File: config.mk
export PLATFORM = sky130hd
export DESIGN_NAME = async_fifo
export DESIGN_NICKNAME = d
export VERILOG_FILES = /design/src/rtl/async_fifo.sv
export SDC_FILE = /design/constraint.sdc
export NUM_CORES = 1
export LEC_CHECK = 0
export BUFFER_PORTS_ARGS = -buffer_cell sky130_fd_sc_hd__buf_2
export CELL_PAD_IN_SITES_DETAIL_PLACEMENT = 2
export CELL_PAD_IN_SITES_GLOBAL_PLACEMENT = 2
export CORE_MARGIN = 2
export CORE_UTILIZATION = 52
export CTS_CLUSTER_DIAMETER = 50
export DETAILED_ROUTE_END_ITERATION = 6
export PLACE_DENSITY = 0.92
export SYNTH_ARGS = -nofsm -noshare
export SYNTH_HDL_FRONTEND = slang
export SYNTH_SLANG_ARGS = --single-unit
export TNS_END_PERCENT = 30
File: constraint.sdc
create_clock -name clk -period 5.6 [get_ports clk]
set_input_delay 0 -clock clk [delete_from_list [all_inputs] [get_ports clk]]
set_output_delay 0 -clock clk [all_outputs]
set_load 0.02 [all_outputs]
File: src/rtl/async_fifo.sv
// Single-clock FIFO, 2**ADDR_WIDTH deep. Read data is registered (1-cycle latency).
// Writes while full and reads while empty are silently dropped; full/empty come straight from the pointers.
module async_fifo #(
  parameter int DATA_WIDTH = 8,
  parameter int ADDR_WIDTH = 4
) (
  input  logic                  clk,
  input  logic                  rst,
  input  logic                  wr_en,
  input  logic                  rd_en,
  input  logic [DATA_WIDTH-1:0] din,
  output logic [DATA_WIDTH-1:0] dout,
  output logic                  full,
  output logic                  empty
);

  localparam int DEPTH = 2 ** ADDR_WIDTH;
  localparam logic [ADDR_WIDTH:0] PTR_ONE  = {{ADDR_WIDTH{1'b0}}, 1'b1};
  localparam logic [ADDR_WIDTH:0] WRAP_BIT = {1'b1, {ADDR_WIDTH{1'b0}}};

  logic [DATA_WIDTH-1:0] mem_q [DEPTH];
  logic [ADDR_WIDTH:0]   wr_ptr_q, wr_ptr_d;
  logic [ADDR_WIDTH:0]   rd_ptr_q, rd_ptr_d;
  logic [DATA_WIDTH-1:0] dout_q, dout_d;
  logic                  wr_acc, rd_acc;

  // Flags use only pre-edge pointer state, so a simultaneous request sees the old occupancy.
  assign empty = (wr_ptr_q == rd_ptr_q);
  assign full  = ((wr_ptr_q ^ rd_ptr_q) == WRAP_BIT);
  assign dout  = dout_q;

  always_comb begin
    wr_acc   = wr_en & ~full;
    rd_acc   = rd_en & ~empty;
    wr_ptr_d = wr_ptr_q;
    rd_ptr_d = rd_ptr_q;
    dout_d   = dout_q;
    if (wr_acc) wr_ptr_d = wr_ptr_q + PTR_ONE;
    if (rd_acc) begin
      rd_ptr_d = rd_ptr_q + PTR_ONE;
      dout_d   = mem_q[rd_ptr_q[ADDR_WIDTH-1:0]];
    end
  end

  always_ff @(posedge clk or negedge rst) begin
    if (!rst) begin
      wr_ptr_q <= '0;
      rd_ptr_q <= '0;
      dout_q   <= '0;
    end else begin
      wr_ptr_q <= wr_ptr_d;
      rd_ptr_q <= rd_ptr_d;
      dout_q   <= dout_d;
    end
  end

  // Storage is not reset; stale words are unreachable once the pointers are equal.
  always_ff @(posedge clk) begin
    if (wr_acc) mem_q[wr_ptr_q[ADDR_WIDTH-1:0]] <= din;
  end

endmodule

==> results.toml <==
[power]
switching_share_pct = 34.4
net-switching-power_w = 0.00136
power_density_nw_per_um2 = 574
clockPowerShare_pct = 30.0
seq_power_share_pct = 38.6
power_frac_comb_pct = 31.4
ir_drop_uv = 336
power.static_leakage_nw = 2.43
intPower_w = 0.00260

[routing]
wl_um = 18300
drtPass1Iterations = 5
drcViolationCount = 0
via_per_inst = 6.51
dr_total_vias = 3177
post_drt_wl_per_cell_um = 37.5
drt-initial-drc-count = 366
route.antenna.remaining_nets = 0

[sta]
max_slew_margin_pct = 21.0
worst-slew-pin-transition_ns = 1.18
timing.final.ws_setup_ns = 2.09
finalSetupTns_ns = 0
final_min_period_over_clock_period_pct = 62.8
report.final.slew_viol_count = 0
finalHoldViolations = 0
skew_ns = 0.0126
setup_violations = 0
maxClockFrequency_ghz = 0.285
period_needed_ns = 3.51
rsz_0062_raised_after_global_routing = "false"

[floorplanning]
placeableCoreArea_um2 = 11300
initial_utilization_pct = 53.0
die_height_um = 111
num_rows = 39
die_area_um2 = 12400
design.portCount = 22
die_width_um = 111

[cts]
cts_tree = "done"
cts_max_path_buffers = 2
buffer_count_from_post_cts_setup_fixing = 0
clock_tree.htree_level_count = 4
cts_inserted_buffers = 17
worst_skew_pair.late_latency_ns = 0.43
clock_tree_root_buffer_cell = "clkbuf_16"
cts.reportedPaths.clkPinSlew_ns = 0.06
clock-sinks = 146

[synthesis]
postSynthRegisterBits = 146
yosys_warnings = 0
number_of_instances_in_the_synthesized_netlist = 302
synthesis.area_um2 = 6000
syn_area_per_cell_um2 = 19.9
ys_seq_area_share_pct = 71.5
postSynthNetCount = 319
library_cells_used_by_synthesis = 29

[worst_setup_path]
critical_path_peak_fanout = 18
startpoint_class_of_the_critical_path = "register"
kind_of_capture_point_of_the_worst_setup_path = "register"
critical_path_class = "reg -> reg"
worstPathArrival_ns = 3.55
crit_required_ns = 5.64

[global_route]
number_of_global_route_vias_before_repair = 3519
grt_max_degree = 45
global_route_wire_length_before_repair_um = 26600
number_of_antenna_violations_at_the_first_check_in_global_routing = 0
grt_overflow_total = 0
grt_util_all_layers_pct = 31.4

[final_layout]
antenna-diode-count = 0
nFillCells = 868
final_nets = 349
design_area_um2 = 6900
finish.cell_count_without_fillers = 488
fraction_of_layout_cells_with_a_size_suffix_above_1_pct = 24.9
area_growth_pct = 15.0
post-route-util_pct = 61.0

[place]
place.gp.congestion = 0.792
post-place-ws_ns = 2.35
dp.cells = 450
numPortBuffers = 21
detailed_place.area_um2 = 6240
detailed_place_hpwl_um = 10500

[worst_hold_path]
min-delay-path-class = "in -> reg"

[outcome]
run_status = "finished, final reports clean"

[job]
number_of_max_cap_violations = 0
==> registers in the layout, indices dropped and copies added (netlist names) <==
name / count
rd_ptr_q: 5
wr_ptr_q: 5
dout: 8
mem_q: 128
==> critical path, cell delays in order (launching register included) <==
cell,delay (ns)
dfrtp_1,0.87
xnor2_1,0.20
nand4_1,0.52
o21ai_0,0.46
nor4b_2,1.07
==> cell usage in the layout, fill, tap and decap left out <==
master           n
ha_1             5
a22o_1           8
and4_1           3
buf_4            3
edfxtp_1       128
o21ai_4          1
nand2b_1         8
dfrtp_1         17
bufinv_16        3
a221oi_1         8
xnor2_1         13
buf_2           21
o21ai_0          1
xor2_1           1
clkinvlp_4       2
nor4b_2          4
clkinv_2         3
dfrtp_2          1
clkbuf_1         3
mux2_2          18
o21a_1           1
mux2i_1         16
and3_1           4
inv_1            3
nor2_1           3
o211ai_1         6
and4b_1          8
clkbuf_8         3
dlygate4sd3_1    6
mux4_1          15
nand4_1          1
clkinv_4         1
mux4_2           9
nor2b_1          1
clkbuf_16       17
==> path summary, 6_finish.rpt <==
| check | from | end | slack [ns] | cells past startpoint |
|---|---|---|---|---|
| max in group asynchronous | rst | rd_ptr_q[2] | 5.12 | 2 |
| setup reg to reg | wr_ptr_q[3] | mem_q[0][7] | 2.09 | 4 |
| hold reg to reg | dout[6] | dout[6] | 0.53 | 1 |
| setup / recovery | wr_ptr_q[3] | mem_q[0][7] | 2.09 | 4 |
| hold / removal | din[1] | mem_q[10][1] | 0.02 | 1 |
| min in group asynchronous | rst | rd_ptr_q[0] | 0.09 | 2 |
==> synthesized netlist by cell type (all sizes together) <==
library cell | count | area [um2]
xnor2 | 13 | 114
buf | 12 | 71.3
nor4b | 4 | 35.0
o21a | 1 | 7.51
nor2b | 1 | 6.26
and4b | 8 | 80.1
a221oi | 8 | 70.1
edfxtp | 128 | 3840
o211ai | 6 | 45.0
ha | 5 | 62.6
mux2 | 18 | 203
and4 | 3 | 26.3
a22o | 8 | 70.1
mux4 | 24 | 597
dfrtp | 18 | 450
and3 | 4 | 25.0
xor2 | 1 | 8.76
inv | 3 | 11.3
nand4 | 1 | 6.26
clkbuf | 7 | 26.3
o21ai | 2 | 21.3
nor2 | 3 | 11.3
mux2i | 16 | 160
nand2b | 8 | 50.1
==> routing by layer <==
layer,share of wire (%),up-vias,global-route usage [%]
met5,0,-,0
met4,2.4,0,11.4
met3,5.5,28,5.99
met2,53,143,54.2
met1,39,1691,40.2
li1,-,1315,-
==> area by class of cell <==
| class | instances | area, um2 | share of cell area (%) |
|---|---|---|---|
| clock buffer | 23 | 478 | 6.92 |
| inverter | 3 | 11.3 | 0.163 |
| timing repair buffer | 30 | 188 | 2.72 |
| multi-input combinational | 134 | 1620 | 23.5 |
| clock inverter | 9 | 129 | 1.87 |
| sequential | 146 | 4300 | 62.2 |
| tap | 143 | 179 | 2.59 |
==> power groups by stage <==
stage / Sequential (W) / Combinational (W) / Clock [W]
after floorplan: 0.00146 / 0.000822 / 0
after CTS: 0.00152 / 0.00124 / 0.00119
after global routing: 0.00154 / 0.00130 / 0.00124
after global placement: 0.00149 / 0.00105 / 0
final: 0.00153 / 0.00124 / 0.00119
after detailed placement: 0.00152 / 0.00118 / 0
==> metrics by stage <==
step	power (W)	hold slack, ns
4_1_cts	0.00396	0.00510
2_1_floorplan	0.00228	-0.296
3_3_place_gp	0.00253	-0.0310
5_1_grt	0.00408	0.0107
3_5_place_dp	0.00270	-0.00286
6_report	0.00396	0.0207
==> timing repair <==
item | CTS | global route
hold buffers | 6 | 0
endpoints found under the hold margin | 46 | 0
resized for setup | 0 | 0
==> logic make-up (layout without fill, tap and decap cells) <==
logic type	Yosys count	after routing	synth area share, %
AO/OA/AOI/OAI	25	25	3.56
XOR/XNOR	14	14	2.04
adder cells (fa/ha/maj)	5	5	1.04
buffers and inverters	22	65	1.81
flip-flops	146	146	71.5
multiplexers	58	58	16.0
AND/OR/NAND/NOR	32	32	4.00
No activity file was read; power rests on OpenSTA's default activity.
